**config.mk**
```make
export PLATFORM = sky130hd
export DESIGN_NAME = keypad_entry_controller
export DESIGN_NICKNAME = d
export VERILOG_FILES = /design/src/rtl/keypad_entry_controller.sv
export SDC_FILE = /design/constraint.sdc
export NUM_CORES = 1
export LEC_CHECK = 0
export CAP_MARGIN = 10
export CORE_UTILIZATION = 25
export DETAILED_ROUTE_END_ITERATION = 12
export PLACE_DENSITY = 0.43
export SLEW_MARGIN = 20
export SYNTH_ARGS = -nofsm -noshare
export SYNTH_HDL_FRONTEND = slang
export SYNTH_SLANG_ARGS = --single-unit
```
**constraint.sdc**
```tcl
create_clock -name clk -period 3 [get_ports clk]
set_input_delay 0.3 -clock clk [delete_from_list [all_inputs] [get_ports clk]]
set_output_delay 0.3 -clock clk [all_outputs]
set_load 0.02 [all_outputs]
```
**src/rtl/keypad_entry_controller.sv**
```systemverilog
// Keypad operand-entry controller: builds two 3-digit BCD operands plus an operator and hands them to an arithmetic unit.
// Optional inactivity auto-clear is enabled by defining ENTRY_TIMEOUT_EN.
module keypad_entry_controller #(
  parameter int RELEASE_CYCLES = 16384,
  parameter int TIMEOUT_CYCLES = 27000000
) (
  input  logic        clk,
  input  logic        rst,
  input  logic [3:0]  key,
  input  logic        key_pressed,
  input  logic        calc_ack,
  output logic [11:0] op_a,
  output logic [11:0] op_b,
  output logic [1:0]  op_code,
  output logic        calc_req,
  output logic [11:0] disp_val,
  output logic [1:0]  entry_state,
  output logic        err,
  output logic        timeout
);

  typedef enum logic [1:0] {
    ENTER_A = 2'b00,
    ENTER_B = 2'b01,
    REQUEST = 2'b10
  } state_t;

  localparam int GW = $clog2(RELEASE_CYCLES);

  state_t         state;
  logic [1:0]     count;
  logic [3:0]     last_key;
  logic           released;
  logic [GW-1:0]  gap;
  logic           done;
  logic           accept;
  logic           is_digit;
  logic           is_op;
  logic           fire;

  assign accept      = key_pressed && (key != 4'hE) && (released || (key != last_key));
  assign is_digit    = (key <= 4'd9);
  assign is_op       = (key >= 4'hA) && (key <= 4'hC);
  assign disp_val    = (state == ENTER_B) ? op_b : op_a;
  assign entry_state = state;

  // A held key keeps pulsing; it only counts as released after a long enough gap.
  always_ff @(posedge clk) begin
    if (!rst) begin
      gap      <= '0;
      released <= 1'b1;
      last_key <= '0;
    end else if (key_pressed) begin
      gap <= '0;
      if (accept) begin
        last_key <= key;
        released <= 1'b0;
      end
    end else if (gap == GW'(RELEASE_CYCLES - 1)) begin
      released <= 1'b1;
    end else begin
      gap <= gap + GW'(1);
    end
  end

`ifdef ENTRY_TIMEOUT_EN
  localparam int TW = $clog2(TIMEOUT_CYCLES);
  logic [TW-1:0] idle_cnt;
  logic          active;

  assign active = (state == ENTER_B) || ((state == ENTER_A) && (count != 2'd0));
  assign fire   = active && !accept && (idle_cnt == TW'(TIMEOUT_CYCLES - 1));

  always_ff @(posedge clk) begin
    if (!rst) begin
      idle_cnt <= '0;
      timeout  <= 1'b0;
    end else begin
      timeout <= fire;
      if (!active || accept || fire) idle_cnt <= '0;
      else                           idle_cnt <= idle_cnt + TW'(1);
    end
  end
`else
  assign fire    = 1'b0;
  assign timeout = 1'b0;
`endif

  // done marks a finished calculation whose results stay on display until new entry.
  always_ff @(posedge clk) begin
    if (!rst) begin
      state    <= ENTER_A;
      op_a     <= '0;
      op_b     <= '0;
      op_code  <= '0;
      calc_req <= 1'b0;
      err      <= 1'b0;
      count    <= '0;
      done     <= 1'b0;
    end else begin
      err <= 1'b0;
      if (state == REQUEST) begin
        if (calc_ack) begin
          calc_req <= 1'b0;
          state    <= ENTER_A;
          count    <= '0;
          done     <= 1'b1;
        end
      end else if (accept) begin
        if (is_digit) begin
          if (count == 2'd3) begin
            err <= 1'b1;
          end else begin
            count <= count + 2'd1;
            if (state == ENTER_B) begin
              op_b <= {op_b[7:0], key};
            end else if (done) begin
              op_a <= {8'h00, key};
              op_b <= '0;
              done <= 1'b0;
            end else begin
              op_a <= {op_a[7:0], key};
            end
          end
        end else if (is_op) begin
          if ((state == ENTER_A) && (count != 2'd0)) begin
            op_code <= key[1:0] - 2'd2;
            state   <= ENTER_B;
            count   <= '0;
            op_b    <= '0;
          end else if ((state == ENTER_B) && (count == 2'd0)) begin
            op_code <= key[1:0] - 2'd2;
          end else begin
            err <= 1'b1;
          end
        end else if (key == 4'hF) begin
          if ((state == ENTER_B) && (count != 2'd0)) begin
            state    <= REQUEST;
            calc_req <= 1'b1;
          end else begin
            err <= 1'b1;
          end
        end else begin
          op_a    <= '0;
          op_b    <= '0;
          op_code <= '0;
          count   <= '0;
          state   <= ENTER_A;
          done    <= 1'b0;
        end
      end else if (fire) begin
        op_a    <= '0;
        op_b    <= '0;
        op_code <= '0;
        count   <= '0;
        state   <= ENTER_A;
        done    <= 1'b0;
      end
    end
  end

endmodule

```
* Yosys cells after proc, flatten, opt, wreduce, memory -nomap -nowiden
Cells that the tools add are included.
** Operators by class
- Add/sub/neg operators :: 3
- Magnitude comparators :: 3
- Equal/unequal tests :: 28
- Mux-type cells :: 56
- Bitwise logic cells :: 4
- Reductions and logical operators :: 25
** Operators by type and width (count)
- 12-bit two-way mux :: 13
- 2-bit two-way mux :: 18
- 1-bit two-way mux :: 25
- 6-bit AND reduction :: 4
- 5-bit AND reduction :: 3
- 14-bit by 1-bit adder with 14-bit output, second input constant :: 1
- 14-bit equality test, second input constant :: 1
- 2-bit inequality test, second input constant :: 6
- 3-bit inequality test, second input constant :: 4
- 2-bit nonzero test :: 5
- 3-bit by 2-bit inequality test with 1-bit output, second input constant :: 3
- 4-bit <= comparator, second input constant :: 2
- 4-bit inequality test, second input constant :: 2
- 1-bit logical AND :: 6
- 2-bit by 1-bit inequality test with 1-bit output, second input constant :: 3
- 3-bit by 1-bit inequality test with 1-bit output, second input constant :: 2
- 2-bit equality test, second input constant :: 2
- 4-bit equality test, second input constant :: 1
- 4-bit greater-or-equal comparator, second input constant :: 1
- 2-bit zero test :: 2
- 4-bit by 2-bit inequality test with 1-bit output, second input constant :: 1
- 4-bit by 3-bit inequality test with 1-bit output, second input constant :: 1
- 4-bit inequality test :: 1
- 1-bit inverter :: 4
- 7 further kinds :: 8
** Storage, ports and cells
- Register bits :: 52
- Input bits :: 8
- Output and inout port bits :: 43
- Word-level logic and storage cells :: 130

* Depth between registers and ports, before layout
Gate-level depths: netlist of run 1.
- Depth in word-level cells :: 8
- Depth in mapped cells :: 8
- Depth with buffers taken out :: 6

* Worst setup path before layout of run 1
No wires, ideal clock.
- Path type :: flip-flop to flip-flop
- Start point :: register count[0]
- End point :: register op_b[0]
- Library setup time :: 0.119 ns
- Arrival time :: 1.843 ns
- Data required time :: 2.881 ns
- Path slack :: 1.038 ns
- Stages on the path, launching flop included :: 8
- Path buffers :: 1
- Period minus slack after synthesis :: 1.962 ns
- Path through :: dfxtp_1 > inv_1 > ha_1 > or3_4 > a221oi_4 > o311ai_4 > buf_6 > o2bb2ai_1
** On the way
- Cells in the longest elaborated chain, start to end :: 4
- Elaborated cells between the ends (all ways) :: 6
- Classes of those cells :: 3 x eq/ne; 3 x reduce/logical
** Ends and longest elaborated chain
- start, declared :: line 31 : logic [1:0] count;
- start signal, assigned :: line 114 : count <= count + 2'd1;
- 2-bit nonzero test :: line 126 : if ((state == ENTER_A) && (count != 2'd0)) begin
- 1-bit logical AND :: line 126
- 3-bit by 2-bit inequality test with 1-bit output (no line)
- 6-bit AND reduction (no line) *
- end signal, assigned :: line 116 : op_b <= {op_b[7:0], key};
- end, declared :: line 13 : output logic [11:0] op_b,
Mark *: on every way between the ends. The rest lies on a longest branch, timed or not.
A chain may end at the register's enable or synchronous reset.

* Final worst setup path of run 1
- Start point :: register state[0], in the netlist entry_state[0]
- End point :: output port disp_val[11]
** On the way
- Cells in the longest elaborated chain, start to end :: 2
** Ends and longest elaborated chain
- start, declared :: line 30 : state_t state;
- start signal, assigned :: line 92 : state <= ENTER_A;
- start signal, assigned :: line 105 : state <= ENTER_A;
- start signal, assigned :: line 128 : state <= ENTER_B;
- 2-bit by 1-bit equality test with 1-bit output :: line 44 : assign disp_val = (state == ENTER_B) ? op_b : op_a;
- 12-bit two-way mux :: line 44
- end, declared :: line 16 : output logic [11:0] disp_val,
Every way passes these cells.

==> results of run 1 <==
## cell families (layout without fill, tap and decap cells)
logic type,Yosys count,after routing,share of synthesized area (%)
other cells,1,1,0.1399
flops,52,52,38.82
simple gates,168,168,28.33
buf+inv,24,70,5.832
mux,22,22,8.213
compound gates,39,39,12.37
xor+xnor,15,15,4.900
fa+ha+maj,3,3,1.400
## cells in the mapped netlist (3+ instances only)
cell	instances
xnor2_1	7
buf_4	3
dfxtp_1	52
nand4_1	3
mux2i_1	22
nor2_1	19
nand3_1	13
inv_1	4
clkbuf_1	9
nand2_1	100
and2_1	5
nor4_1	3
o2bb2ai_1	4
o21ai_0	4
xor2_1	8
nor3_1	6
ha_1	3
a21oi_1	10
buf_6	5
## area by class of cell
type | count | area (um^2)
Sequential cell | 52 | 1041
Multi-Input combinational cell | 248 | 1484
Inverter | 5 | 18.77
Clock inverter | 3 | 25.02
Clock buffer | 5 | 68.82
Tap cell | 136 | 170.2
Fill cell | 1088 | 7012
Timing Repair Buffer | 57 | 550.5
## per-stage QoR
stage	hold WS [ns]	cell area (um^2)	cells
after detailed placement	0.4621	3264	498
after floorplan	0.4481	2681	324
after CTS	0.4765	3358	506
after global routing	0.4869	3358	506
final	0.4675	3358	506
after global placement	0.4526	3264	498
## path summary, 6_finish.rpt
kind                  endpoint  slack, ns  cells after the start
setup / recovery  disp_val[11]       0.54                      4
hold / removal      op_code[1]       0.47                      2
setup reg to reg       op_b[7]       0.86                      6
hold reg to reg     op_code[1]       0.47                      2
## where the power goes
part	total, mW	internal [mW]	switching [mW]
Sequential	0.710	0.701	0.00878
Combinational	0.162	0.0658	0.0962
Clock	0.419	0.171	0.249
## metal layers
metal  routed length [um]  global-route usage (%)  vias to the layer above
met4                   65                   3.274                        0
met3                  217                   2.103                        8
li1                     -                       -                     1187
met1                 3253                   16.67                     1045
met5                    0                       0                        -
met2                 2907                   20.21                       41
## registers in the layout, indices dropped and copies added, names as in the netlist
name	flops
op_code	2
last_key	4
entry_state	2
op_b	12
gap	14
calc_req	1
released	1
count	2
err	1
op_a	12
done	1
## worst reg2reg max path, stage by stage, from the launching register on
cell	delay, ns
dfxtp_1	0.37
inv_1	0.07
ha_1	0.27
or3_4	0.36
a221oi_4	0.42
o311ai_4	0.33
mux2i_1	0.19
==> qor.txt, run 1 <==
syn avg cell area: 8.276 um^2
Post-Synthesis Cells: 324
slowest stage delay, CP: 0.59 ns
fraction of registers with async set/reset: 0%
most frequent cells in the layout: 100 x nand2_1, 52 x dfxtp_1, 49 x clkdlybuf4s50_1
Routed WL per cell: 12.73 um
CP Max Fanout: 14
CTS clock-pin slew for the worst setup and hold paths: 0.10 ns
Top cell by count, worst path: nand2_1
Critical Path Start: entry_state[0]
vias per cell: 4.508
Seq/Total Area, Yosys: 38.82%
Netlist cell types: 57
post-layout util: 32.38%
largest net degree at the start of global routing: 38
RSZ-0062 raised after global routing: false
insertion delay to the later sink of the worst-skew pair: 0.31 ns
Area Overhead vs Synth: 25.24%
critical path, cell by cell: nand2_1, nand2_1, nand2_1, clkdlybuf4s50_1
CP Data Required Time: 2.70 ns
GRT Total Usage: 12.32%
number of synthesized register bits: 52
hold crit path type: flop to flop
# setup viols final: 0
synthesized area: 2681 um^2
Final Cycle Share: 82.03%
Leak: 1.234 nW
initial antenna violation count: 0
H-tree depth: 2
Pre-antenna DRT Iters: 4
Final WS setup: 0.5390 ns
Worst setup SP type: flop
total core area: 10370 um^2
Max-Cap Viols: 0
Peak Freq: 406.3 MHz
vias in the first global route: 2201
cts hold-fix bufs: 0
Pwr Total: 1.291 mW
clk sinks: 52
initial drt markers: 47
Vias: 2281
CTS tree: done
Die H: 105.6 um
Power Density: 384.4 nW/um^2
Worst Skew: 0.01399 ns
Die W: 105.6 um
EDFF count, synth: 0
WS Path Type: flop to output port
nets@finish: 380
RR Startpoint: count[0]
status: finished, final reports clean
Clock Path Buffers: 2
wirelength, routed: 6.443 mm
postcts setup bufs: 0
GP Congestion: 0.7560
hold path start: op_code[1]
YS warnings: 0
Worst slew margin: 50.24%
HPWL Detailed: 4.634 mm
commonest non-fill, non-tap cell in the layout: nand2_1
post-synth top area share: 38.82%
ys flop type: dfxtp_1
max-slew violations: 0
Row Count: 37
Initial Utilization: 25.86%
CTS resizes: 0
slowest CP cell: dfxtp_1
Syn Nets: 335
io pins: 51
ant diodes: 0
Synth area leaders: dfxtp_1 39%, nand2_1 14%, mux2i_1 8.2%, nor2_1 2.7%, xor2_1 2.6%
Die Area: 11140 um^2
share of cells above drive strength 1: 7.297%
TNS Setup: 0 ns
CP Capture Type: output port
Hold Fails Final Rpt: 0
CTS root buf: clkbuf_8
global-route wire length before repair: 11.01 mm
worst path bufs/invs: 1
CP arrival: 2.16 ns
DRC Markers: 0
DP Worst Slack: 0.4157 ns
CP top delay family: simple AND/OR/NAND/NOR gates
Final Critical Period: 2.461 ns
worst slew pin tran: 0.7447 ns
Max VDD drop: 0.0001690 V
antenna-violating nets left: 0
CTS buffer count: 5
dominant cell type by area after synthesis: dfxtp_1
GRT overflow: 0
number of port buffers: 49
Note: power is estimated with default switching activity, not from simulation.
==> run 2, diff against run 1 <==
- PLACE_DENSITY: 0.43 -> 0.45
- clock period: 3 -> 2 ns (I/O delays scaled with it)
==> qor.txt, run 2 (synthesis results as in run 1) <==
slowest stage delay, CP: 0.36 ns
CP Capture Type: flop
Row Count: 37
CTS tree: done
Leak: 1.486 nW
critical path, cell by cell: inv_1, ha_1, or3_4, a221oi_4, buf_4, o311ai_4, mux2i_1
Worst setup SP type: flop
Final WS setup: 0.04857 ns
initial drt markers: 58
max-slew violations: 0
Initial Utilization: 25.86%
ant diodes: 0
CP arrival: 2.15 ns
WS Path Type: flop to flop
R2R Setup Slk: 0.05 ns
GP Congestion: 0.7720
Max-Cap Viols: 0
initial antenna violation count: 0
vias per cell: 4.487
vias in the first global route: 2375
Worst Skew: 0.02363 ns
met1 wire length: 3.595 mm
post-layout util: 35.67%
Die Area: 11140 um^2
Max VDD drop: 0.0002845 V
Routed WL per cell: 13.23 um
# setup viols final: 0
largest register by flop count: gap
fillers: 1118
CTS buffer count: 5
DP Worst Slack: -0.2484 ns
Worst slew margin: 65.05%
largest net degree at the start of global routing: 25
commonest non-fill, non-tap cell in the layout: nand2_1
insertion delay to the later sink of the worst-skew pair: 0.32 ns
Hold Fails Final Rpt: 0
most frequent cells in the layout: 100 x nand2_1, 50 x dfxtp_1, 42 x buf_4
hold crit path type: flop to flop
Die H: 105.6 um
number of port buffers: 49
CP Data Required Time: 2.20 ns
GRT Total Usage: 13.36%
status: finished, final reports clean
Vias: 2441
CP Max Fanout: 6
Final Critical Period: 1.951 ns
worst slew pin tran: 0.5230 ns
max FFs per register: 14
DRC Markers: 0
cts hold-fix bufs: 0
nets@finish: 418
Clock Path Buffers: 2
CTS root buf: clkbuf_8
CTS clock-pin slew for the worst setup and hold paths: 0.12 ns
Final Cycle Share: 97.57%
antenna-violating nets left: 0
global-route wire length before repair: 11.93 mm
slowest CP cell: dfxtp_2
H-tree depth: 2
GRT overflow: 0
io pins: 51
Area Overhead vs Synth: 37.94%
top sig layer: met4
clk sinks: 52
Die W: 105.6 um
Pre-antenna DRT Iters: 4
Peak Freq: 512.4 MHz
met3 wire len: 222 um
wirelength, routed: 7.198 mm
met2 wire length: 3.313 mm
share of cells above drive strength 1: 17.65%
biggest regs: gap: 14 flops, op_a: 12 flops, op_b: 12 flops
HPWL Detailed: 5.137 mm
total core area: 10370 um^2
Power Density: 547.4 nW/um^2
==> run 2: final timing paths <==
path / startpoint / end / cells past startpoint
max: count[0] / op_b[6] / 7
min: last_key[3] / last_key[3] / 2
max reg2reg: count[0] / op_b[6] / 7
min reg2reg: last_key[3] / last_key[3] / 2
==> run 2: final cells by class <==
cell class	instances	area [um^2]	share of cell area, %
multi-input cells	249	1530	41.37
flip-flops and latches	52	1044	28.21
repair buffers	94	842.1	22.77
well taps	136	170.2	4.601
clock buffers	5	68.82	1.861
clock inverters	3	25.02	0.6766
inverters	5	18.77	0.5074
==> run 2: critical path: cells and delay by family (launching register included) <==
family | cells | cell delay, ns
multiplexers | 1 | 0.17
AO/OA/AOI/OAI | 2 | 0.50
adder cells (fa/ha/maj) | 1 | 0.22
buffers and inverters | 2 | 0.24
AND/OR/NAND/NOR | 1 | 0.35
flip-flops | 1 | 0.36
==> run 2: stage by stage <==
step,instances,power (mW),setup TNS [ns],hold WS [ns],instance area (um^2)
6_report,544,2.025,0,0.4675,3699
5_1_grt,544,2.131,-0.09362,0.4924,3699
4_1_cts,541,2.042,0,0.4722,3635
3_5_place_dp,533,1.393,-6.023,0.4585,3552
3_3_place_gp,533,1.392,-5.956,0.4481,3552
2_1_floorplan,324,1.274,0,0.4035,2681
==> run 2: power by group <==
group,switching (mW),internal [mW]
Sequential,0.0127,1.05
Combinational,0.165,0.150
Clock,0.388,0.256
Total,0.566,1.46
==> run 2: metal layers <==
layer | up-vias | track usage [%]
li1 | 1267 | -
met1 | 1122 | 17.91
met2 | 45 | 22.04
met3 | 7 | 2.288
met4 | 0 | 3.671
met5 | - | 0
==> run 2: what timing repair did <==
item / 4_1_cts / 5_1_grt
pin swaps: 1 / 3
buffers inserted: 0 / 2
resized for setup: 13 / 8
cloned: 0 / 1
setup endpoints to repair: 13 / 19
